`config.mk`:
```
export PLATFORM = sky130hd
export DESIGN_NAME = serial_subtractor
export DESIGN_NICKNAME = d
export VERILOG_FILES = /design/src/rtl/serial_subtractor.sv
export SDC_FILE = /design/constraint.sdc
export NUM_CORES = 1
export LEC_CHECK = 0
export ABC_AREA = 1
export ABC_CLOCK_PERIOD_IN_PS = 1800
export CAP_MARGIN = 20
export CORE_ASPECT_RATIO = 0.7
export CORE_MARGIN = 2
export CORE_UTILIZATION = 25
export DETAILED_ROUTE_END_ITERATION = 7
export PLACE_DENSITY = 0.49
export SETUP_SLACK_MARGIN = 0.5
export SYNTH_ARGS = -nofsm -noshare
export SYNTH_HDL_FRONTEND = slang
export SYNTH_SLANG_ARGS = --single-unit
```
`constraint.sdc`:
```
create_clock -name clk -period 1.8 [get_ports clk]
set_input_delay 0.36 -clock clk [delete_from_list [all_inputs] [get_ports clk]]
set_output_delay 0.36 -clock clk [all_outputs]
set_load 0.02 [all_outputs]
```
`src/rtl/serial_subtractor.sv`:
```
// serial_subtractor: bit-serial two's-complement subtractor computing
// A - B - bin, LSB first, through one full-subtractor cell and a registered
// borrow. Start/busy/done handshake: start is sampled in IDLE or DONE, busy is
// high while bits are being processed, and done pulses for one cycle with
// diff/bout/overflow valid. Those three outputs hold their value until the
// next completion or reset.
// Optional build macro ADD_MODE_EN adds a 'mode' input (1 = add, 0 = subtract).
// In add mode the cell becomes a full adder, bin acts as carry-in and bout
// reports carry-out.
module serial_subtractor #(
    parameter int WIDTH = 8
) (
    input  logic             clk,
    input  logic             rst_n,
    input  logic             start,
    input  logic [WIDTH-1:0] A,
    input  logic [WIDTH-1:0] B,
    input  logic             bin,
`ifdef ADD_MODE_EN
    input  logic             mode,
`endif
    output logic             busy,
    output logic             done,
    output logic [WIDTH-1:0] diff,
    output logic             bout,
    output logic             overflow,
    output logic [1:0]       dbg_state
);

    localparam int CW = (WIDTH > 2) ? $clog2(WIDTH) : 1;
    localparam logic [CW-1:0] LAST = CW'(WIDTH - 1);

    typedef enum logic [1:0] {
        IDLE = 2'd0,
        RUN  = 2'd1,
        DONE = 2'd2
    } state_t;

    state_t           state_q, state_d;
    logic [WIDTH-1:0] a_q, a_d;
    logic [WIDTH-1:0] b_q, b_d;
    logic [WIDTH-1:0] res_q, res_d;
    logic             br_q, br_d;
    logic [CW-1:0]    cnt_q, cnt_d;
    logic             a_msb_q, a_msb_d;
    logic             b_msb_q, b_msb_d;
    logic             busy_q, busy_d;
    logic             done_q, done_d;
    logic [WIDTH-1:0] diff_q, diff_d;
    logic             bout_q, bout_d;
    logic             ovf_q, ovf_d;
`ifdef ADD_MODE_EN
    logic             mode_q, mode_d;
`endif

    // Cell signals for the current bit
    logic             a0, b0, d_bit, br_next;
    logic [WIDTH-1:0] res_next;
    logic             ovf_next;

    // Single full-subtractor (or full-adder) cell plus the final overflow term
    always_comb begin
        a0       = a_q[0];
        b0       = b_q[0];
        d_bit    = a0 ^ b0 ^ br_q;
        br_next  = (~a0 & b0) | (~(a0 ^ b0) & br_q);
        // Signed overflow: operands of opposite sign and the result's sign
        // differs from the minuend's
        ovf_next = 1'b0;
`ifdef ADD_MODE_EN
        if (mode_q) begin
            br_next = (a0 & b0) | ((a0 ^ b0) & br_q);
        end
`endif
        res_next = {d_bit, res_q[WIDTH-1:1]};
        ovf_next = (a_msb_q != b_msb_q) && (res_next[WIDTH-1] != a_msb_q);
`ifdef ADD_MODE_EN
        // Addition overflows only when both operands share a sign
        if (mode_q) begin
            ovf_next = (a_msb_q == b_msb_q) && (res_next[WIDTH-1] != a_msb_q);
        end
`endif
    end

    // Next-state and datapath control; every _d defaults to hold
    always_comb begin
        state_d = state_q;
        a_d     = a_q;
        b_d     = b_q;
        res_d   = res_q;
        br_d    = br_q;
        cnt_d   = cnt_q;
        a_msb_d = a_msb_q;
        b_msb_d = b_msb_q;
        diff_d  = diff_q;
        bout_d  = bout_q;
        ovf_d   = ovf_q;
`ifdef ADD_MODE_EN
        mode_d  = mode_q;
`endif
        case (state_q)
            IDLE, DONE: begin
                if (start) begin
                    a_d     = A;
                    b_d     = B;
                    br_d    = bin;
                    cnt_d   = '0;
                    res_d   = '0;
                    a_msb_d = A[WIDTH-1];
                    b_msb_d = B[WIDTH-1];
`ifdef ADD_MODE_EN
                    mode_d  = mode;
`endif
                    state_d = RUN;
                end else begin
                    state_d = IDLE;
                end
            end
            RUN: begin
                // start is deliberately ignored here: no restart, no queuing
                a_d   = a_q >> 1;
                b_d   = b_q >> 1;
                res_d = res_next;
                br_d  = br_next;
                cnt_d = cnt_q + CW'(1);
                if (cnt_q == LAST) begin
                    diff_d  = res_next;
                    bout_d  = br_next;
                    ovf_d   = ovf_next;
                    cnt_d   = '0;
                    state_d = DONE;
                end
            end
            default: state_d = IDLE;
        endcase
        busy_d = (state_d == RUN);
        done_d = (state_d == DONE);
    end

    // State, datapath and registered outputs; reset aborts any operation
    always_ff @(posedge clk or negedge rst_n) begin
        if (!rst_n) begin
            state_q <= IDLE;
            a_q     <= '0;
            b_q     <= '0;
            res_q   <= '0;
            br_q    <= 1'b0;
            cnt_q   <= '0;
            a_msb_q <= 1'b0;
            b_msb_q <= 1'b0;
            busy_q  <= 1'b0;
            done_q  <= 1'b0;
            diff_q  <= '0;
            bout_q  <= 1'b0;
            ovf_q   <= 1'b0;
`ifdef ADD_MODE_EN
            mode_q  <= 1'b0;
`endif
        end else begin
            state_q <= state_d;
            a_q     <= a_d;
            b_q     <= b_d;
            res_q   <= res_d;
            br_q    <= br_d;
            cnt_q   <= cnt_d;
            a_msb_q <= a_msb_d;
            b_msb_q <= b_msb_d;
            busy_q  <= busy_d;
            done_q  <= done_d;
            diff_q  <= diff_d;
            bout_q  <= bout_d;
            ovf_q   <= ovf_d;
`ifdef ADD_MODE_EN
            mode_q  <= mode_d;
`endif
        end
    end

    assign busy      = busy_q;
    assign done      = done_q;
    assign diff      = diff_q;
    assign bout      = bout_q;
    assign overflow  = ovf_q;
    assign dbg_state = state_q;

endmodule

```
After elaboration in Yosys (flattened, before gate mapping)
Index checks and enable logic that the tools add are counted.

Output and inout bits: 14. Logic and storage cells: 50. Register bits: 44.

Mux-type cells: 14. Equal/unequal tests: 8. Bitwise logic cells: 7. Add/subtract/negate cells: 1. Reductions and logical operators: 7.

Operators with widths (number): 8-bit one-hot mux with 2 select lines (3); 8-bit two-way mux (3); 3-bit two-way mux (2); 3-bit one-hot mux with 2 select lines (1); 2-bit AND reduction (3); 2-bit by 1-bit == test with 1-bit output, second input constant (2); 2-bit == test, second input constant (2); 2-bit one-hot mux with 2 select lines (1); 3-bit by 1-bit adder with 3-bit output, second input constant (1); 3-bit == test, second input constant (1); 1-bit bitwise AND (2); 2-bit logical NOT (1); 1-bit two-way mux (2); 2-bit two-way mux (1); 1-bit != test (2); 2-bit != test, second input constant (1); 1-bit inverter (2); 1-bit one-hot mux with 2 select lines (1); 2-bit nonzero test (1); 2-bit OR reduction (1); 1-bit bitwise XOR (2); 1-bit logical AND (1); 1-bit bitwise OR (1).

Depth between registers and ports, before layout
Gate-level depths: netlist of run 1.

Word-level depth: 5. Gate-level depth with buffers: 8. Gate-level depth less buffers: 7.

Worst setup path after synthesis of run 1
Ideal clock, no wire load.

Path kind: register -> register. From: reg a_q[0]. To: reg ovf_q (netlist: overflow). Buffers on the path: 0. Clock period less this slack: 1.299 ns. Path slack: 0.501 ns. Stages on the path, launching flop included: 7. Setup time: 0.116 ns. Required time: 1.684 ns. Arrival: 1.183 ns. Path through: dfrtp_1 > fa_1 > nor2_1 > nand2_1 > nand2_1 > nand2_1 > nand2_1.

Longest elaborated chain between the ends: 4.

RTL lines: from (decl) (RTL line 40) `logic [WIDTH-1:0] a_q, a_d;`; from (signal assigned) (RTL line 144) `a_q <= '0;`; from (signal assigned) (RTL line 161) `a_q <= a_d;`; 1-bit bitwise XOR (2 in series) (RTL line 65) `d_bit = a0 ^ b0 ^ br_q;`; net d_bit (RTL line 57) `logic a0, b0, d_bit, br_next;`; 1-bit != test (RTL line 76) `ovf_next = (a_msb_q != b_msb_q) && (res_next[WIDTH-1] != a_msb_q);`; 1-bit logical AND (RTL line 76); to (signal assigned) (RTL line 172) `ovf_q <= ovf_d;`; to (decl) (RTL line 51) `logic ovf_q, ovf_d;`.

The timed path passes the listed nets, and every way through them passes these cells. A chain may end at the register's enable or synchronous reset.

Final worst setup path of run 1
From: reg br_q. To: reg ovf_q (netlist: overflow).

Longest elaborated chain between the ends: 3.

RTL lines: from (decl) (RTL line 43) `logic br_q, br_d;`; from (signal assigned) (RTL line 164) `br_q <= br_d;`; 1-bit bitwise XOR (RTL line 65); net d_bit (RTL line 57); 1-bit != test (RTL line 76); 1-bit logical AND (RTL line 76).

The timed path passes the listed nets, and every way through them passes these cells.

==> results of run 1 <==
cell usage after synthesis (all sizes together):
cell type  number
ha              2
nor2            4
inv            46
nand2          83
dfrtp          43
fa              1
o21ai          21
buf             9
nand3          31
sequential cells by signal (all words and copies together) (netlist names), 2 cells and up:
register / flops
dbg_state: 2
res_q: 7
a_q: 8
diff: 8
b_q: 8
cnt_q: 3
logic make-up after synthesis:
logic type	after synthesis	share of synthesized area [%]
buf+inv	55	12.41
simple gates	118	25.92
fa+ha+maj	3	2.211
flops	43	52.83
compound gates	21	6.634
per-stage QoR:
stage          worst slack [ns]  util, %
5_1_grt                  0.3850    33.59
2_1_floorplan            0.5008        -
3_3_place_gp             0.2397    31.39
6_report                 0.4645    33.59
4_1_cts                  0.4629    33.22
3_5_place_dp             0.2078    31.39
layout by cell type (no fill, tap or decap), drive strengths merged:
cell	instances
buf	18
clkbuf	7
clkdlybuf4s15	7
clkdlybuf4s50	18
dfrtp	43
fa	1
ha	2
inv	46
nand2	83
nand3	31
nor2	4
o21ai	21
repair_timing:
action | 4_1_cts | 5_1_grt
pin swaps | 2 | 3
setup endpoints to repair | 43 | 42
buffers inserted | 1 | 4
resized for setup | 47 | 11
final timing paths:
kind | startpoint | to | slack [ns] | cells past startpoint
min | rst_n | diff[5] | 0.15 | 2
min in group clk | a_q[4] | a_q[4] | 0.48 | 2
max reg2reg | br_q | overflow | 0.46 | 7
max in group asynchronous | rst_n | dbg_state[1] | 1.26 | 2
max | br_q | overflow | 0.46 | 7
min reg2reg | a_q[4] | a_q[4] | 0.48 | 2
cell type report:
cell class	count	area share, %
inverters	46	6.815
multi-input cells	142	27.73
well taps	101	4.780
clock buffers	6	4.875
flip-flops and latches	43	40.75
repair buffers	44	15.05
per-layer routing:
layer  share of wire (%)  vias to the layer above  GRT usage [%]
met3                 5.1                        2          2.733
met4                0.53                        0          4.444
met1                  54                      716          15.61
li1                    -                      808              -
met5                   0                        -              0
met2                  40                       35          14.42
power by group:
part	leakage (nW)	internal, W	switching, W
clock	0.0628	0.000499	0.000340
sequential	0.531	0.00143	0.000242
combinational	0.775	0.000971	0.00137
total	1.37	0.00290	0.00196
==> impl_metrics.json, run 1 <==
{
  "synthTopCellsByArea": "dfrtp_1 53%, nand2_1 15%, inv_1 7.9%, nand3_1 7.6%, o21ai_2 3.4%",
  "avgViaCountPerCell": 4.086,
  "grt_util_all_layers_pct": 10.56,
  "postCtsHoldBufs": 0,
  "ys_ff_latch": 43,
  "critPathBufInv": 1,
  "path_delay_family": "adder cells",
  "drive_above_1_share_pct": 18.86,
  "die_width_microns": 111.9,
  "synth_top_area_share_pct": 52.83,
  "arrival_ns": 1.51,
  "setup_viol": 0,
  "drv_cap": 0,
  "rsz0062_at_grt": "yes",
  "min_path_type": "input pin to asynchronous set/reset pin",
  "syn_to_final_growth_pct": 29.79,
  "cpMostUsedCell": "nand2_1",
  "leakage_nw": 1.369,
  "clock_latency_ns": 0.28,
  "die_area_sq_mm": 0.008897,
  "io_buffers": 33,
  "cpMaxStageDelayCell": "fa_2",
  "clk_pin_slew_ns": 0.06,
  "post-route-period-util_pct": 74.19,
  "finalPower_w": 0.004856,
  "fin_worst_skew_ns": 0.005077,
  "synth_cell_types": 18,
  "wl_per_cell_microns": 11.27,
  "grt_pass1_wl_mm": 7.334,
  "coreArea_sq_mm": 0.007871,
  "firstDrtPassIters": 4,
  "synth_fp_nets": 263,
  "finalHoldViolations": 0,
  "grt_max_degree": 44,
  "p_per_area_mw_per_mm2": 1837,
  "drtIter0Drc": 83,
  "place_inst": 371,
  "cp-end-kind": "register",
  "drcViolationCount": 0,
  "io_pins": 34,
  "drv_slew": 0,
  "cp_max_fo": 3,
  "required_ns": 1.97,
  "vias": 1561,
  "dpl_cell_area_sq_mm": 0.002471,
  "regArea_sq_mm": 0.001077,
  "whs_ns": 0.1461,
  "grt_pass1_vias": 1534,
  "fin_tns_setup_ns": 0,
  "peakVddDrop_mv": 0.5533,
  "worstSetupPathType": "register to register",
  "yosysSeqAreaShare_pct": 52.83,
  "yosysWarnings": 0,
  "multi_input_area_sq_um": 733.2,
  "final.min_clock_period_ns": 1.335,
  "worst_setup_path_start_kind": "register",
  "fmax_ghz": 0.7488,
  "antennaDiodeCount": 0,
  "rows": 27,
  "syn-cell-area_sq_mm": 0.002037,
  "cts_tree": "yes",
  "htree_levels": 2,
  "die_height_microns": 79.52,
  "avgSynthCellArea_sq_um": 8.487,
  "cts_buffers": 5,
  "dpl.hpwl_mm": 2.949,
  "gp_congestion": 0.7437,
  "netlist_instances": 240,
  "grt_antenna_before_repair": 0,
  "stdcell_area_sq_mm": 0.002644,
  "stdcell_count": 382,
  "fill_cells": 834,
  "nets": 305,
  "cts_root_buf": "clkbuf_16",
  "detail-route-antenna-nets": 0,
  "status": "completed",
  "routed_wl_mm": 4.304,
  "cts_max_path_buffers": 2,
  "cts.sinks": 43,
  "start_util_pct": 25.88,
  "slowest_delay_ns": 0.59,
  "relSlewSlack_pct": 63.67,
  "synth.largest_area_cell": "dfrtp_1",
  "grt-ovfl-total": 0,
  "worstPathCellList": "inv_2 -> fa_2 -> nor2_1 -> nand2_1 -> nand2_1 -> nand2_1 -> nand2_1",
  "tightest_slew_ns": 0.5450
}
No activity file was read; power rests on OpenSTA's default activity.
==> inputs of run 2 (changes only) <==
--- a/config.mk
+++ b/config.mk
@@ -6,7 +6,7 @@
 export NUM_CORES = 1
 export LEC_CHECK = 0
 export ABC_AREA = 1
-export ABC_CLOCK_PERIOD_IN_PS = 1800
+export ABC_CLOCK_PERIOD_IN_PS = 1400
 export CAP_MARGIN = 20
 export CORE_ASPECT_RATIO = 0.7
 export CORE_MARGIN = 2
==> constraint.sdc (replaced) <==
create_clock -name clk -period 1.4 [get_ports clk]
set_input_delay 0.28 -clock clk [delete_from_list [all_inputs] [get_ports clk]]
set_output_delay 0.28 -clock clk [all_outputs]
set_load 0.02 [all_outputs]
==> impl_metrics.json, run 2 (same netlist as run 1, synthesis figures left out) <==
{
  "worst_setup_path_start_kind": "register",
  "die_width_microns": 111.9,
  "final_util_pct": 44.51,
  "stdcell_count": 417,
  "coreArea_sq_mm": 0.007871,
  "dpl.hpwl_mm": 2.948,
  "slowest_delay_ns": 0.59,
  "setup_viol": 0,
  "post-place-ws_ns": 0.02966,
  "cp_max_fo": 4,
  "drv_cap": 0,
  "power.internal_w": 0.005161,
  "final.min_clock_period_ns": 1.350,
  "p_clk_share_pct": 13.9,
  "io_pins": 34,
  "whs_ns": 0.4805,
  "relSlewSlack_pct": 83.48,
  "drtIter0Drc": 84,
  "nets": 338,
  "rows": 27,
  "firstDrtPassIters": 4,
  "place_inst": 374,
  "peakVddDrop_mv": 0.8920,
  "worstPathCellList": "fa_2 -> nor2_2 -> nand2_1 -> nand2_1 -> nand2_1 -> nand2_1",
  "grt_max_degree": 44,
  "io_buffers": 33,
  "cpMaxStageDelayCell": "fa_2",
  "p_comb_share_pct": 60.2,
  "leakage_nw": 1.748,
  "cts_root_buf": "clkbuf_16",
  "min_path_type": "register to register",
  "p_per_area_mw_per_mm2": 2479,
  "grt_antenna_before_repair": 0,
  "grt_pass1_vias": 1713,
  "syn_to_final_growth_pct": 71.99,
  "worstSetupPathType": "register to register",
  "cts_buffers": 5,
  "cts.sinks": 43,
  "fin_worst_skew_ns": 0.003853,
  "vias": 1778,
  "status": "completed",
  "tightest_slew_ns": 0.2479,
  "post-route-period-util_pct": 96.46,
  "seqPwrFrac_pct": 25.9,
  "finalHoldViolations": 0,
  "arrival_ns": 1.52,
  "gp_congestion": 0.7087,
  "final_cell_mix": "53 x nand2_1, 41 x dfrtp_1, 39 x inv_1",
  "required_ns": 1.57,
  "cts_max_path_buffers": 2,
  "die_area_sq_mm": 0.008897,
  "avgViaCountPerCell": 4.264,
  "clock_latency_ns": 0.28,
  "final_common_cell": "nand2_1",
  "htree_levels": 2,
  "grt_pass1_wl_mm": 8.404,
  "grt_util_all_layers_pct": 12.11,
  "cp-end-kind": "register",
  "clk_pin_slew_ns": 0.06,
  "switching_share_pct": 40.57,
  "grt-ovfl-total": 0,
  "die_height_microns": 79.52,
  "layout_setup_ws_ns": 0.04961,
  "detail-route-antenna-nets": 0,
  "drive_above_1_share_pct": 46.20,
  "routed_wl_mm": 5.464,
  "start_util_pct": 25.88,
  "cts_tree": "yes",
  "fill_cells": 732,
  "rsz0062_at_grt": "yes",
  "antennaDiodeCount": 0,
  "drcViolationCount": 0,
  "fmax_ghz": 0.7405,
  "wl_per_cell_microns": 13.10,
  "p_sw_w": 0.003523,
  "cpMostUsedCell": "nand2_1",
  "drv_slew": 0
}
## run 2: cell count changes in the layout (fill, tap and decap cells not counted), moves of 5 or more
cell,before,now
buf_12,1,10
buf_2,7,1
buf_4,9,14
buf_6,1,25
clkdlybuf4s15_2,7,0
nand2_1,79,53
nand2_2,0,13
nand2_4,1,13
nand3_1,31,16
nand3_2,0,15
o21ai_0,7,0
o21ai_1,6,1
o21ai_2,8,20
## run 2: repair_timing
action | 4_1_cts | 5_1_grt
endpoints found under the setup margin | 57 | 57
gates cloned | 3 | 3
pin swaps | 8 | 24
buffers inserted | 19 | 9
hold buffers | 1 | 0
gates resized for setup | 115 | 72
endpoints found under the hold margin | 43 | 0
## run 2: path summary, 6_finish.rpt
check / startpoint / end / slack [ns] / depth (start not counted)
max in group asynchronous: rst_n / dbg_state[0] / 0.66 / 3
worst max-delay path: a_q[0] / overflow / 0.05 / 6
worst max register to register: a_q[0] / overflow / 0.05 / 6
min in group asynchronous: rst_n / diff[0] / 0.49 / 3
worst min-delay path: a_q[2] / a_q[2] / 0.48 / 2
worst min register to register: a_q[2] / a_q[2] / 0.48 / 2
## run 2: power groups by stage
stage / sequential, W / clock (W) / combinational [W]
detailed placement: 0.00216 / 0 / 0.00312
finish: 0.00225 / 0.00121 / 0.00523
global route: 0.00232 / 0.00130 / 0.00571
CTS: 0.00219 / 0.00124 / 0.00422
floorplan: 0.00232 / 0 / 0.00210
global placement: 0.00216 / 0 / 0.00308
## run 2: stage by stage
step | TNS [ns] | cell area (sq um) | total power (W)
global placement | 0 | 2566 | 0.005241
detailed placement | 0 | 2566 | 0.005272
CTS | 0 | 3122 | 0.007643
global route | -0.05601 | 3503 | 0.009326
floorplan | 0 | 2115 | 0.004421
finish | 0 | 3503 | 0.008684
## run 2: cell type report
type	instances	area, sq um	area share, %
flip-flops and latches	43	1079	30.79
clock buffers	8	156.4	4.464
repair buffers	72	839.6	23.96
multi-input cells	145	1075	30.68
inverters	46	205.2	5.857
repair inverters	2	22.52	0.6429
well taps	101	126.4	3.607
## run 2: critical path, delay by kind of cell (launching register included)
kind / cells / cell delay, ns
flip-flops: 1 / 0.43
adder cells (fa/ha/maj): 1 / 0.59
AND/OR/NAND/NOR: 5 / 0.23
## run 2: layer usage
metal / GRT usage [%] / share of wire, % / up-vias
met5: 0 / 0 / -
met4: 2.099 / 0.79 / 0
met3: 3.645 / 3.6 / 7
met2: 18.12 / 46 / 28
met1: 17.46 / 49 / 852
li1: - / - / 891
==> inputs of run 3 (changes only) <==
--- a/config.mk
+++ b/config.mk
@@ -12,6 +12,7 @@
 export CORE_MARGIN = 2
 export CORE_UTILIZATION = 25
 export DETAILED_ROUTE_END_ITERATION = 7
+export GPL_TIMING_DRIVEN = 0
 export PLACE_DENSITY = 0.49
 export SETUP_SLACK_MARGIN = 0.5
 export SYNTH_ARGS = -nofsm -noshare
==> impl_metrics.json, run 3 (same netlist as run 1, synthesis figures left out) <==
{
  "status": "completed",
  "grt_pass1_wl_mm": 8.866,
  "fmax_ghz": 0.7488,
  "drcViolationCount": 0,
  "fin_worst_skew_ns": 0.004514,
  "gp_congestion": 0.7547,
  "rows": 27,
  "setup_viol": 0,
  "grt_max_degree": 36,
  "wl_per_cell_microns": 13.01,
  "post-place-ws_ns": -0.1110,
  "io_pins": 34,
  "p_comb_share_pct": 59.4,
  "final_cell_mix": "56 x nand2_1, 41 x dfrtp_1, 39 x inv_1",
  "cts_buffers": 5,
  "finalHoldViolations": 0,
  "final_common_cell": "nand2_1",
  "antennaDiodeCount": 0,
  "die_height_microns": 79.52,
  "io_buffers": 33,
  "critPathBufInv": 1,
  "slowest_delay_ns": 0.58,
  "rrSetupSlack_ns": 0.06,
  "arrival_ns": 1.51,
  "worst_setup_path_start_kind": "register",
  "required_ns": 1.58,
  "drv_cap": 0,
  "dpl_cell_area_sq_mm": 0.002586,
  "avgViaCountPerCell": 4.208,
  "clk_pin_slew_ns": 0.06,
  "rsz0062_at_grt": "yes",
  "power.internal_w": 0.005811,
  "peakVddDrop_mv": 0.7900,
  "switching_share_pct": 37.17,
  "cts.sinks": 43,
  "cp-end-kind": "register",
  "grt-ovfl-total": 0,
  "seqPwrFrac_pct": 24.2,
  "layout_setup_ws_ns": 0.06451,
  "drive_above_1_share_pct": 46.79,
  "die_width_microns": 111.9,
  "grt_util_all_layers_pct": 12.80,
  "htree_levels": 2,
  "cpMostUsedCell": "nand2_1",
  "coreArea_sq_mm": 0.007871,
  "clock_latency_ns": 0.28,
  "p_clk_share_pct": 16.3,
  "relSlewSlack_pct": 82.89,
  "dpl.hpwl_mm": 3.259,
  "tightest_slew_ns": 0.2566,
  "worstSetupPathType": "register to register",
  "syn_to_final_growth_pct": 78.01,
  "leakage_nw": 1.830,
  "final.min_clock_period_ns": 1.335,
  "path_delay_family": "adder cells",
  "worstPathCellList": "inv_2 -> fa_1 -> nor2_1 -> nand2_1 -> nand2_1 -> nand2_1 -> nand2_1",
  "routed_wl_mm": 5.569,
  "cp_max_fo": 3,
  "drv_slew": 0,
  "grt_pass1_vias": 1687,
  "cpMaxStageDelayCell": "fa_1",
  "detail-route-antenna-nets": 0,
  "start_util_pct": 25.88,
  "firstDrtPassIters": 4,
  "whs_ns": 0.3999,
  "stdcell_area_sq_mm": 0.003626,
  "min_path_type": "input pin to asynchronous set/reset pin",
  "final_util_pct": 46.07,
  "cts_root_buf": "clkbuf_16",
  "p_sw_w": 0.003438,
  "cts_tree": "yes",
  "nets": 349,
  "grt_antenna_before_repair": 0,
  "die_area_sq_mm": 0.008897,
  "drtIter0Drc": 76,
  "p_per_area_mw_per_mm2": 2551,
  "cts_max_path_buffers": 2,
  "post-route-period-util_pct": 95.39,
  "vias": 1801
}
==> run 3: worst paths after layout <==
path / from / to / depth (start not counted)
max in group asynchronous: rst_n / diff[2] / 3
worst min register to register: b_q[4] / b_q[4] / 2
worst max-delay path: br_q / overflow / 7
worst max register to register: br_q / overflow / 7
worst min-delay path: rst_n / res_q[1] / 2
min in group clk: b_q[4] / b_q[4] / 2
==> run 3: final cells by class <==
class	count	area (sq um)
Fill cell	760	4245
Tap cell	101	126.4
Timing Repair Buffer	79	947.2
Inverter	46	195.2
Sequential cell	43	1079
Clock inverter	3	67.56
Buffer	9	115.1
Multi-Input combinational cell	142	970.9
Clock buffer	5	125.1
==> run 3: power groups by stage <==
stage	Combinational (W)	Clock [W]	Sequential, W
2_1_floorplan	0.00210	0	0.00232
3_3_place_gp	0.00316	0	0.00217
3_5_place_dp	0.00320	0	0.00218
4_1_cts	0.00476	0.00156	0.00222
5_1_grt	0.00599	0.00161	0.00231
6_report	0.00550	0.00151	0.00224
==> run 3: what timing repair did <==
| item | 4_1_cts | 5_1_grt |
|---|---|---|
| hold buffers | 1 | 0 |
| cloned | 4 | 2 |
| buffers inserted | 25 | 13 |
| endpoints found under the setup margin | 57 | 92 |
| resized for setup | 129 | 43 |
| pin swaps | 6 | 21 |
| hold endpoints to repair | 8 | 0 |
==> run 3: routing by layer <==
metal / GRT usage (%) / routed length (microns) / part of all wire [%]
met5: 0 / 0 / 0
met4: 2.593 / 16 / 0.29
met3: 3.645 / 226 / 4.1
met2: 19.27 / 2611 / 47
met1: 18.36 / 2715 / 49
==> run 3: stage by stage <==
step	instances	total power [W]	setup TNS, ns
floorplan	240	0.004421	0
global placement	374	0.005325	-53.97
detailed placement	375	0.005379	-1.412
CTS	413	0.008534	0
global route	428	0.009913	-0.02854
finish	428	0.009250	0
